==> config.mk <==
export PLATFORM = sky130hd
export DESIGN_NAME = instr_issue_unit_flat
export DESIGN_NICKNAME = d
export VERILOG_FILES = /design/src/rtl/issue_pkg.sv /design/src/rtl/instr_issue_unit_if.sv /design/src/rtl/issue_alu.sv /design/src/rtl/instr_issue_unit.sv /design/src/flat_wrapper.sv
export SDC_FILE = /design/constraint.sdc
export NUM_CORES = 1
export LEC_CHECK = 0
export CAP_MARGIN = 10
export CORE_AREA = 2 2 158 160
export DETAILED_ROUTE_END_ITERATION = 7
export DIE_AREA = 0 0 160 162
export GPL_TIMING_DRIVEN = 0
export PLACE_DENSITY = 0.82
export SETUP_SLACK_MARGIN = 0.1
export SLEW_MARGIN = 20
export SYNTH_ARGS = -nofsm -noshare
export SYNTH_HDL_FRONTEND = slang
export SYNTH_SLANG_ARGS = --single-unit
==> constraint.sdc <==
create_clock -name clock -period 10 [get_ports clock]
set_input_delay 2 -clock clock [delete_from_list [all_inputs] [get_ports clock]]
set_output_delay 2 -clock clock [all_outputs]
set_load 0.02 [all_outputs]
==> src/rtl/issue_pkg.sv <==
// rtl/issue_pkg.sv - shared encodings, FSM states and condition evaluation for the issue unit
package issue_pkg;

  typedef enum logic [1:0] {ST_FETCH, ST_EXEC, ST_MEM, ST_DISPATCH} state_t;

  typedef enum logic [3:0] {
    OP_LOAD = 4'd0, OP_STORE = 4'd1, OP_MOV = 4'd2, OP_MOVL = 4'd3,
    OP_MOVH = 4'd4, OP_RDFLAGS = 4'd5, OP_JUMP = 4'd6
  } opcode_t;

  typedef enum logic [3:0] {
    ALU_ADD = 4'd0, ALU_ADC = 4'd1, ALU_SUB = 4'd2, ALU_SBC = 4'd3,
    ALU_AND = 4'd4, ALU_OR = 4'd5, ALU_XOR = 4'd6, ALU_NOT = 4'd7,
    ALU_SHL = 4'd8, ALU_SHR = 4'd9, ALU_CMP = 4'd10
  } alu_op_t;

  typedef enum logic [3:0] {
    COND_EQ, COND_NE, COND_GT, COND_LT, COND_GE, COND_LE, COND_CS, COND_CC,
    COND_MI, COND_PL, COND_AL, COND_NV, COND_VS, COND_VC, COND_HI, COND_LS
  } cond_t;

  localparam int FLAG_C = 0;
  localparam int FLAG_S = 1;
  localparam int FLAG_O = 2;
  localparam int FLAG_Z = 3;

  function automatic logic cond_true(input logic [3:0] cond, input logic [3:0] flags);
    logic c, s, o, z;
    c = flags[FLAG_C];
    s = flags[FLAG_S];
    o = flags[FLAG_O];
    z = flags[FLAG_Z];
    case (cond)
      COND_EQ: return z;
      COND_NE: return !z;
      COND_GT: return !z && (s == o);
      COND_LT: return s != o;
      COND_GE: return s == o;
      COND_LE: return z || (s != o);
      COND_CS: return c;
      COND_CC: return !c;
      COND_MI: return s;
      COND_PL: return !s;
      COND_AL: return 1'b1;
      COND_NV: return 1'b0;
      COND_VS: return o;
      COND_VC: return !o;
      COND_HI: return c && !z;
      default: return !c || z;
    endcase
  endfunction

endpackage

==> src/rtl/instr_issue_unit_if.sv <==
// rtl/instr_issue_unit_if.sv - instruction fetch, core dispatch and data memory bus
interface instr_issue_unit_if #(
  parameter int WIDTH     = 16,
  parameter int NUM_CORES = 4
);
  logic [WIDTH-1:0]     rom_addr;
  logic [15:0]          rom_data;
  logic                 rom_valid;
  logic [14:0]          core_instr;
  logic [NUM_CORES-1:0] core_valid;
  logic [NUM_CORES-1:0] core_ready;
  logic                 mem_req;
  logic                 mem_we;
  logic [WIDTH-1:0]     mem_addr;
  logic [WIDTH-1:0]     mem_wdata;
  logic                 mem_ack;
  logic [WIDTH-1:0]     mem_rdata;

  modport master (
    output rom_addr, input rom_data, input rom_valid,
    output core_instr, output core_valid, input core_ready,
    output mem_req, output mem_we, output mem_addr, output mem_wdata,
    input mem_ack, input mem_rdata
  );

  modport slave (
    input rom_addr, output rom_data, output rom_valid,
    input core_instr, input core_valid, output core_ready,
    input mem_req, input mem_we, input mem_addr, input mem_wdata,
    output mem_ack, output mem_rdata
  );
endinterface

==> src/rtl/issue_alu.sv <==
// rtl/issue_alu.sv - combinational ALU; C is carry out for adds and borrow out for subtracts
module issue_alu
  import issue_pkg::*;
#(
  parameter int WIDTH = 16
) (
  input  logic [WIDTH-1:0] a,
  input  logic [WIDTH-1:0] b,
  input  logic [3:0]       op,
  input  logic             cin,
  output logic [WIDTH-1:0] result,
  output logic             c,
  output logic             s,
  output logic             o,
  output logic             z
);
  logic [WIDTH:0] ext_a, ext_b, ext_cin, ext;

  assign ext_a   = {1'b0, a};
  assign ext_b   = {1'b0, b};
  assign ext_cin = {{WIDTH{1'b0}}, cin};

  always_comb begin
    ext    = '0;
    result = a;
    c      = 1'b0;
    o      = 1'b0;
    case (op)
      ALU_ADD, ALU_ADC: begin
        ext    = ext_a + ext_b + ((op == ALU_ADC) ? ext_cin : '0);
        result = ext[WIDTH-1:0];
        c      = ext[WIDTH];
        o      = (a[WIDTH-1] == b[WIDTH-1]) && (result[WIDTH-1] != a[WIDTH-1]);
      end
      ALU_SUB, ALU_SBC, ALU_CMP: begin
        ext    = ext_a - ext_b - ((op == ALU_SBC) ? ext_cin : '0);
        result = ext[WIDTH-1:0];
        c      = ext[WIDTH];
        o      = (a[WIDTH-1] != b[WIDTH-1]) && (result[WIDTH-1] != a[WIDTH-1]);
      end
      ALU_AND: result = a & b;
      ALU_OR:  result = a | b;
      ALU_XOR: result = a ^ b;
      ALU_NOT: result = ~a;
      ALU_SHL: begin
        result = a << 1;
        c      = a[WIDTH-1];
      end
      ALU_SHR: begin
        result = a >> 1;
        c      = a[0];
      end
      default: ;
    endcase
    s = result[WIDTH-1];
    z = (result == '0);
  end
endmodule

==> src/rtl/instr_issue_unit.sv <==
// rtl/instr_issue_unit.sv - fetch/exec/mem/dispatch sequencer with register file and flags
module instr_issue_unit
  import issue_pkg::*;
#(
  parameter int          WIDTH     = 16,
  parameter int          NUM_CORES = 4,
  parameter logic [14:0] NOP       = 15'b1_0000_1011_00_00_00
) (
  input  logic                 clock,
  input  logic                 reset_n,
  instr_issue_unit_if.master   bus,
  input  logic                 reg_we,
  input  logic [2:0]           reg_sel,
  input  logic [WIDTH-1:0]     reg_wdata,
  output logic [3:0]           flags_out
);
  state_t               state, state_next;
  logic [WIDTH-1:0]     regs [8];
  logic [3:0]           flags;
  logic [15:0]          ir;
  logic [NUM_CORES-1:0] pending, lanes_left;

  logic [3:0]       op, cond;
  logic [2:0]       a_idx, b_idx, imm_idx;
  logic [7:0]       imm;
  logic             cond_ok, is_mem, alu_taken, lanes_done, retire;
  logic [WIDTH-1:0] alu_result;
  logic             alu_c, alu_s, alu_o, alu_z;
  logic             wr_en, flags_we;
  logic [2:0]       wr_idx;
  logic [WIDTH-1:0] wr_data;

  assign op         = ir[13:10];
  assign cond       = ir[9:6];
  assign a_idx      = ir[5:3];
  assign b_idx      = ir[2:0];
  assign imm_idx    = ir[11:9];
  assign imm        = ir[8:1];
  assign cond_ok    = cond_true(cond, flags);
  assign is_mem     = !ir[15] && !ir[14] && ((op == OP_LOAD) || (op == OP_STORE));
  assign alu_taken  = cond_ok && (op <= ALU_CMP);
  assign lanes_left = pending & ~bus.core_ready;
  assign lanes_done = (lanes_left == '0);
  assign retire     = (state != ST_FETCH) && (state_next == ST_FETCH);
  assign flags_out  = flags;

  issue_alu #(.WIDTH(WIDTH)) u_alu (
    .a(regs[a_idx]), .b(regs[b_idx]), .op(op), .cin(flags[FLAG_C]),
    .result(alu_result), .c(alu_c), .s(alu_s), .o(alu_o), .z(alu_z)
  );

  always_ff @(posedge clock) begin
    if (!reset_n) state <= ST_FETCH;
    else          state <= state_next;
  end

  always_comb begin
    state_next = state;
    case (state)
      ST_FETCH: if (bus.rom_valid) state_next = ST_EXEC;
      ST_EXEC: begin
        if (ir[15])                 state_next = ST_DISPATCH;
        else if (is_mem && cond_ok) state_next = ST_MEM;
        else                        state_next = ST_FETCH;
      end
      ST_MEM:      if (bus.mem_ack) state_next = ST_FETCH;
      ST_DISPATCH: if (lanes_done)  state_next = ST_FETCH;
      default:     state_next = ST_FETCH;
    endcase
  end

  always_comb begin
    bus.rom_addr   = regs[7];
    bus.core_instr = (state == ST_DISPATCH) ? ir[14:0] : NOP;
    bus.core_valid = (state == ST_DISPATCH) ? pending : '0;
    bus.mem_req    = (state == ST_MEM);
    bus.mem_we     = (state == ST_MEM) && (op == OP_STORE);
    bus.mem_addr   = regs[b_idx];
    bus.mem_wdata  = regs[a_idx];
  end

  // Register write selected by the retiring instruction; only applied on retire.
  always_comb begin
    wr_en    = 1'b0;
    wr_idx   = a_idx;
    wr_data  = alu_result;
    flags_we = 1'b0;
    if (state == ST_EXEC && !ir[15]) begin
      if (ir[14]) begin
        flags_we = alu_taken;
        wr_en    = alu_taken && (op != ALU_CMP);
      end else begin
        case (op)
          OP_MOV: begin
            wr_en   = cond_ok;
            wr_data = regs[b_idx];
          end
          OP_MOVL: begin
            wr_en   = imm_idx < 3'd6;
            wr_idx  = imm_idx;
            wr_data = (regs[imm_idx] & ~WIDTH'(16'h00FF)) | WIDTH'(imm);
          end
          OP_MOVH: begin
            wr_en   = imm_idx < 3'd6;
            wr_idx  = imm_idx;
            wr_data = (regs[imm_idx] & ~WIDTH'(16'hFF00)) | (WIDTH'(imm) << 8);
          end
          OP_RDFLAGS: begin
            wr_en   = cond_ok;
            wr_data = WIDTH'(flags);
          end
          OP_JUMP: begin
            wr_en   = cond_ok;
            wr_idx  = 3'd7;
            wr_data = regs[a_idx];
          end
          default: ;
        endcase
      end
    end else if (state == ST_MEM && bus.mem_ack && op == OP_LOAD) begin
      wr_en   = 1'b1;
      wr_data = bus.mem_rdata;
    end
  end

  always_ff @(posedge clock) begin
    if (!reset_n) begin
      regs    <= '{default: '0};
      flags   <= '0;
      ir      <= '0;
      pending <= '0;
    end else begin
      if (state == ST_FETCH && bus.rom_valid) ir <= bus.rom_data;
      if (flags_we) flags <= {alu_z, alu_o, alu_s, alu_c};
      if (state == ST_EXEC && ir[15]) pending <= '1;
      else if (state == ST_DISPATCH)  pending <= lanes_left;
      if (retire) begin
        if (wr_en) regs[wr_idx] <= wr_data;
        if (!(wr_en && wr_idx == 3'd7)) regs[7] <= regs[7] + WIDTH'(1);
      end
      // Placed last so an external write beats a same-cycle retire write.
      if (reg_we) regs[reg_sel] <= reg_wdata;
    end
  end
endmodule
==> src/flat_wrapper.sv <==
// flat-port wrapper written by rule: the top's interface ports become plain ports
module instr_issue_unit_flat import issue_pkg::*;
#(
  parameter int          WIDTH     = 16,
  parameter int          NUM_CORES = 4,
  parameter logic [14:0] NOP       = 15'b1_0000_1011_00_00_00
)
  (clock, reset_n, reg_we, reg_sel, reg_wdata, flags_out, bus_rom_addr, bus_rom_data, bus_rom_valid, bus_core_instr, bus_core_valid, bus_core_ready, bus_mem_req, bus_mem_we, bus_mem_addr, bus_mem_wdata, bus_mem_ack, bus_mem_rdata);
  instr_issue_unit_if #(.WIDTH(WIDTH), .NUM_CORES(NUM_CORES)) bus_i ();
  input  logic clock;
  input  logic reset_n;
  input  logic reg_we;
  input  logic [2:0] reg_sel;
  input  logic [WIDTH-1:0] reg_wdata;
  output logic [3:0] flags_out;
  output wire logic [$bits(bus_i.rom_addr)-1:0] bus_rom_addr;
  input wire logic [$bits(bus_i.rom_data)-1:0] bus_rom_data;
  input wire logic [$bits(bus_i.rom_valid)-1:0] bus_rom_valid;
  output wire logic [$bits(bus_i.core_instr)-1:0] bus_core_instr;
  output wire logic [$bits(bus_i.core_valid)-1:0] bus_core_valid;
  input wire logic [$bits(bus_i.core_ready)-1:0] bus_core_ready;
  output wire logic [$bits(bus_i.mem_req)-1:0] bus_mem_req;
  output wire logic [$bits(bus_i.mem_we)-1:0] bus_mem_we;
  output wire logic [$bits(bus_i.mem_addr)-1:0] bus_mem_addr;
  output wire logic [$bits(bus_i.mem_wdata)-1:0] bus_mem_wdata;
  input wire logic [$bits(bus_i.mem_ack)-1:0] bus_mem_ack;
  input wire logic [$bits(bus_i.mem_rdata)-1:0] bus_mem_rdata;
  assign bus_rom_addr = bus_i.rom_addr;
  assign bus_i.rom_data = bus_rom_data;
  assign bus_i.rom_valid = bus_rom_valid;
  assign bus_core_instr = bus_i.core_instr;
  assign bus_core_valid = bus_i.core_valid;
  assign bus_i.core_ready = bus_core_ready;
  assign bus_mem_req = bus_i.mem_req;
  assign bus_mem_we = bus_i.mem_we;
  assign bus_mem_addr = bus_i.mem_addr;
  assign bus_mem_wdata = bus_i.mem_wdata;
  assign bus_i.mem_ack = bus_mem_ack;
  assign bus_i.mem_rdata = bus_mem_rdata;
  instr_issue_unit #(.WIDTH(WIDTH), .NUM_CORES(NUM_CORES), .NOP(NOP)) u_core (.clock(clock), .reset_n(reset_n), .bus(bus_i), .reg_we(reg_we), .reg_sel(reg_sel), .reg_wdata(reg_wdata), .flags_out(flags_out));
endmodule
==> results.md, run 1 <==
* Root Driver: clkbuf_16
* Cts hold-fix bufs at 0
* CP startpoint: u_core.ir[2]
* Post-synth top cells: nor2_1, nand2_1, dfxtp_1, a21oi_1, o21ai_0
* Mapped Cells at around 1900
* Router iterations before antenna repair at 8
* CTS buffer count at 17
* Die Ht at approximately 160 um
* Tot Pwr at approximately 2.2 mW
* Wirelength per Cell at around 27 um
* Count of final hold-check violations at 0
* Static Leak at between 6 and 7 nW
* Initial antenna violation count at 1
* Clk pin slew, worst setup/hold paths at ~0.07 ns
* Worst Tran Pin Value at 1.199 ns
* Crit path max-delay cell type: buf_1
* R2R cell count at 16
* Worst EP required at 10.29 ns
* Core area at around 0.024 mm^2
* Minimum clock period at 6.585 ns
* Seq/Total Area, Yosys at 21.52%
* MaxCap Viol Count at 0
* Setup violators final at 0
* Peak VDD IR at 101.8 uV
* Ranking of synthesized cells by area: dfxtp_1, mux4_2, nor2_1
* Die area at ~0.026 mm^2
* Most frequent cell after synthesis: nor2_1
* CP Data Arrival Time at about 7 ns
* RSZ-0062 raised after global routing: false
* Worst-case clock buffer depth at 2
* DRC at 0
* Hold Path Cell Cnt at 2
* Detail Placement HPWL at between 50 and 60 mm
* Initial DRC Count at between 2000 and 3000
* Clk Latency, worst-skew pair at ~0.45 ns
* Ys flop type: dfxtp_1
* Fin worst setup slack at 3.415 ns
* Critical path startpoint category: register
* Detailed Route WL at 64.36 mm
* Starting Density at between 50% and 60%
* Gpl congestion at 1.110
* CP Max Fanout at 10
* Synth top area share at between 20% and 30%
* HP Class: reg2reg
* Fraction of final layout cells sized beyond drive strength 1 at 10.63%
* DR vias at 16890
* Layout net count at 2153
* HP Start: u_core.regs[17]
* First-pass GRT wire length at 95.62 mm
* Die span in x at approximately 160 um
* Vias/cell at just over 7
* Layout Skew at 0.01979 ns
* Slew HR at between 10% and 20%
* Max incr delay on CP at ~0.7 ns
* Synth async-reset ratio at 0%
* GRT Total Usage at between 40% and 50%
* Critical Path Sink Type: register
* Status: finished, final reports clean
* WS Path Type: reg2reg
* I/O Buffers at approximately 120
* Synthesized flop and latch total at 154
* # resized after CTS at 0
* Cell chain of the critical path: clkbuf_1 -> buf_2 -> buf_1 -> mux2i_1 -> ha_1 -> ha_1 -> nand3_1 -> or2_2 -> nand3b_1 -> a21oi_1 -> mux2i_1 -> nand3_1 -> o22ai_1 -> nand2_1 -> o21ai_0 -> a21oi_1
* CTS tree: done
* Crit Reg-Reg Startpoint: u_core.ir[2]
* Cell area after synthesis at 0.01433 mm^2
* Yosys top cell by area: dfxtp_1
* Synthesis-to-finish area growth at 15.87%
* Number of cell rows at between 50 and 60
* Post-synth EDFFs at 0
* CTS Sinks at between 150 and 200
* Pwr/cell area at 133.8 mW/mm^2
* H-tree Lvls at 4
* Setup TNS at 0 ns
* Max Clk Rate at between 150 and 200 MHz
* Total of warnings raised by yosys at 0
* Post CTS Setup Buffer Count at 0
* Largest net degree at the start of global routing at 19
* Final Cycle Share at ~66%
* Vias in the first global route at ~16000
* Worst slack, placed at 3.796 ns
* Post-route ant nets at 0
* Total gr overflow at 0
* Max Slew Vio Count at 0
* I/O pin cnt at ~130
* Avg Inst Size Synth at 7.604 um^2
* Distinct cells, synth at about 100
* Syn nets at ~2000
-- kinds of logic (layout without fill, tap and decap cells) --
group | Yosys count | after routing | synth area share [%]
mux | 131 | 131 | 13.74
simple gates | 706 | 706 | 22.31
compound gates | 592 | 592 | 28.68
buf+inv | 224 | 381 | 7.127
flops | 154 | 154 | 21.52
xor+xnor | 12 | 12 | 0.7336
fa+ha+maj | 65 | 65 | 5.886
other cells | 0 | 1 | 0
-- sequential cells by signal, indices dropped and copies added, names as in the netlist --
name / cells
u_core.regs: 112
u_core.flags_out: 4
u_core.bus.rom_addr: 16
u_core.state: 2
u_core.pending: 4
u_core.ir: 16
-- worst max-delay path, delay by kind of cell (launching register included) --
kind	cells	cell delay (ns)
flops	1	0.31
mux	2	1.01
simple gates	5	1.31
fa+ha+maj	2	0.90
compound gates	4	1.18
buf+inv	3	1.70
-- power breakdown --
group | switching, mW | leakage, nW | internal, mW
logic | 0.561 | 4.70 | 0.311
clock network | 0.337 | 0.293 | 0.337
registers | 0.0349 | 1.25 | 0.638
total | 0.934 | 6.24 | 1.29
-- through the flow --
stage / cell area, um^2 / std cells / hold slack, ns / utilization [%]
after floorplan: 14330 / 1884 / 0.4538 / -
after global placement: 15960 / 2331 / 0.4799 / 66.22
after detailed placement: 15990 / 2333 / 0.4883 / 66.31
after CTS: 16580 / 2365 / 0.4987 / 68.78
after global routing: 16600 / 2366 / 0.5084 / 68.86
final: 16600 / 2366 / 0.4978 / 68.86
-- layer usage --
layer	GRT usage (%)	wire length, um	up-vias
li1	-	-	7286
met1	56.81	22280	7798
met2	75.68	28120	1426
met3	12.16	8198	379
met4	39.64	5759	0
met5	0	0	-
-- worst paths after layout --
kind	end	slack [ns]
setup / recovery	u_core.regs[29]	3.42
hold / removal	u_core.regs[17]	0.50
setup reg to reg	u_core.regs[29]	3.42
hold reg to reg	u_core.regs[17]	0.50
-- cell type report --
| class | instances | area [um^2] |
|---|---|---|
| Antenna cell | 1 | 2.502 |
| Buffer | 159 | 777.0 |
| Clock buffer | 17 | 425.4 |
| Clock inverter | 15 | 170.2 |
| Fill cell | 2122 | 7506 |
| Inverter | 65 | 244.0 |
| Multi-Input combinational cell | 1506 | 10250 |
| Sequential cell | 154 | 3083 |
| Tap cell | 324 | 405.4 |
| Timing Repair Buffer | 125 | 1244 |
-- layout by cell type, fill, tap and decap left out, types with 11 or more instances in the layout --
master	netlist	routed
nor2_1	244	244
nand2_1	225	225
dfxtp_1	154	154
a21oi_1	142	142
clkdlybuf4s50_1	0	123
o21ai_0	90	90
clkbuf_1	82	82
ha_1	61	61
inv_1	57	57
mux2i_1	55	55
nor3_1	53	49
mux4_2	43	43
nand3_1	43	43
o32ai_1	41	41
buf_2	36	37
a211oi_1	35	35
a31oi_1	28	28
and3_1	27	27
mux2_2	24	24
o21ai_1	23	23
o22ai_1	22	22
buf_4	20	21
nand2b_1	21	21
nor2b_1	20	20
a22oi_1	19	19
a21o_1	19	19
o211ai_1	17	17
a221oi_1	17	17
clkbuf_16	0	17
o21a_1	16	16
o221ai_1	16	16
and2_1	13	13
buf_1	13	13
a211o_1	11	11
Power figures use the tool's default switching activity.
==> inputs of run 2 (changes only) <==
- CORE_AREA: 2 2 158 160 -> 2 2 166 168
- DIE_AREA: 0 0 160 162 -> 0 0 168 170
- PLACE_DENSITY: 0.82 -> 0.78
- clock period: 10 -> 5.9 ns (I/O delays scaled with it)
==> run 2 against run 1 <==
Compared with the run above: total power is 73% higher; sequential power is 69% higher; final cell count is 0.68% higher; via count is 0.31% higher; register-to-register slack worse by 3.3 ns; largest power group unchanged.
==> results.md, run 2 (same netlist as run 1, synthesis figures left out) <==
* I/O Buffers at between 100 and 150
* Most frequent cells in the layout: nor2_1, nand2_1, dfxtp_1, a21oi_1, clkdlybuf4s50_1
* P_sw at ~1.6 mW
* Cts hold-fix bufs at 0
* Top reg by flops: u_core.regs
* Root Driver: clkbuf_16
* Placed cell count at 2349
* Initial antenna violation count at 1
* Detail Placement HPWL at between 50 and 60 mm
* Detailed Route WL at 67.92 mm
* Die area at about 0.029 mm^2
* Clk Latency, worst-skew pair at between 0.4 and 0.5 ns
* Critical Path Sink Type: register
* Non-Filler Instances at roughly 2400
* Seq pwr share at ~30%
* Vias/cell at about 7.1
* First-pass GRT wire length at approximately 100 mm
* Layout Skew at approximately 0.017 ns
* Sw frac at 41.80%
* Critical path startpoint category: register
* Clk pin slew, worst setup/hold paths at approximately 0.08 ns
* Power share of the clock group at approximately 30%
* Die Ht at around 170 um
* Vias in the first global route at roughly 16000
* Pwr/cell area at 229.4 mW/mm^2
* Count of final hold-check violations at 0
* I/O pin cnt at 133
* Slew HR at 23.68%
* CTS Sinks at 154
* Gpl congestion at about 1.1
* Wirelength per Cell at roughly 29 um
* GRT Total Usage at between 40% and 50%
* CTS tree: done
* Worst EP required at a little over 6 ns
* H-tree Lvls at 4
* Minimum clock period at 5.749 ns
* Number of diodes at 0
* Initial DRC Count at between 2000 and 3000
* Number of cell rows at 60
* DR vias at 16940
* Max Clk Rate at about 170 MHz
* Layout net count at 2153
* Setup violators final at 0
* Starting Density at a little over half
* Post-route ant nets at 0
* CTS buffer count at 17
* Fraction of final layout cells sized beyond drive strength 1 at a little under an eighth
* Tot Pwr at 3.831 mW
* Worst Tran Pin Value at about 1.1 ns
* Status: finished, final reports clean
* Static Leak at roughly 6.2 nW
* Router iterations before antenna repair at 6
* WS Path Type: reg2reg
* RSZ-0062 raised after global routing: false
* MaxCap Viol Count at 0
* DRC at 0
* Gate power share at between 40% and 50%
* Int Power at around 2.2 mW
* Peak VDD IR at between 150 and 200 uV
* Total gr overflow at 0
* HP Class: reg2reg
* CP Max Fanout at 10
* Synthesis-to-finish area growth at 16.59%
* Max Slew Vio Count at 0
* Number of flip-flops in the largest register at roughly 110
* Final Cycle Share at a little over nine tenths
* CP Data Arrival Time at 6.08 ns
* Core area at between 0.02 and 0.03 mm^2
* Most common cell after layout, fill and taps aside: nor2_1
* Largest net degree at the start of global routing at 20
* Worst-case clock buffer depth at 2
* Die span in x at between 150 and 200 um
run 2: cell count changes in the layout (fill, tap and decap cells not counted), moves of 4 or more:
cell      before  now
mux2i_1       55   49
buf_2         37   32
clkbuf_4       0    4
mux2i_2        1    6
clkinv_8       4    0
run 2: routing by layer:
metal	vias to the layer above	GRT usage [%]	routed length, um
met2	1439	75.44	29680
met4	2	34.22	6114
li1	7280	-	-
met5	-	0	13
met3	387	9.419	8130
met1	7834	56.21	23990
run 2: stage by stage:
step	util, %	setup WS (ns)	area, um^2	hold WS, ns	setup TNS (ns)
finish	62.67	0.1509	16700	0.5154	0
global route	62.67	0.1244	16700	0.5384	0
CTS	62.35	0.1981	16620	0.5052	0
detailed placement	60.05	-0.4979	16000	0.4952	-8.206
global placement	59.98	-0.6427	15980	0.4852	-11.08
floorplan	-	1.084	14330	0.4538	0
run 2: power groups by stage:
stage	Clock, mW	Combinational [mW]	Sequential [mW]
after floorplan	0	0.952	1.13
after global placement	0	1.41	1.16
after detailed placement	0	1.43	1.16
after CTS	1.13	1.44	1.14
after global routing	1.18	1.62	1.14
final	1.16	1.53	1.14
run 2: final cells by class:
cell class                 instances  area, um^2
multi-input combinational       1506       10310
fill                            2468        9948
sequential                       154        3083
timing repair buffer             126        1264
buffer                           158       790.8
clock buffer                      18       429.2
tap                              341       426.7
inverter                          65       244.0
clock inverter                    14       151.4
run 2: worst max-delay path, cell delays in order, from the launching register on:
cell	delay, ns
dfxtp_1	0.35
buf_2	0.19
buf_2	0.24
nor3_2	0.61
clkbuf_1	0.67
nand3_1	0.19
fa_1	0.48
fa_1	0.44
nor2b_1	0.23
o31a_1	0.21
o31ai_1	0.15
a211oi_1	0.52
nor2_1	0.07
o21ai_0	0.11
a32o_1	0.34
a211oi_1	0.12
a211o_1	0.45
a41o_1	0.27
run 2: worst paths after layout:
| kind | from | end | slack (ns) | cells past startpoint |
|---|---|---|---|---|
| worst max-delay path | u_core.ir[11] | u_core.regs[124] | 0.15 | 17 |
| worst min-delay path | u_core.regs[49] | u_core.regs[49] | 0.52 | 2 |
| worst max register to register | u_core.ir[11] | u_core.regs[124] | 0.15 | 17 |
| worst min register to register | u_core.regs[49] | u_core.regs[49] | 0.52 | 2 |
run 2: timing repair:
action	4_1_cts	5_1_grt
pin swaps	1	1
setup buffers	1	1
resized for setup	8	18
endpoints found under the hold margin	0	0
setup endpoints to repair	67	62
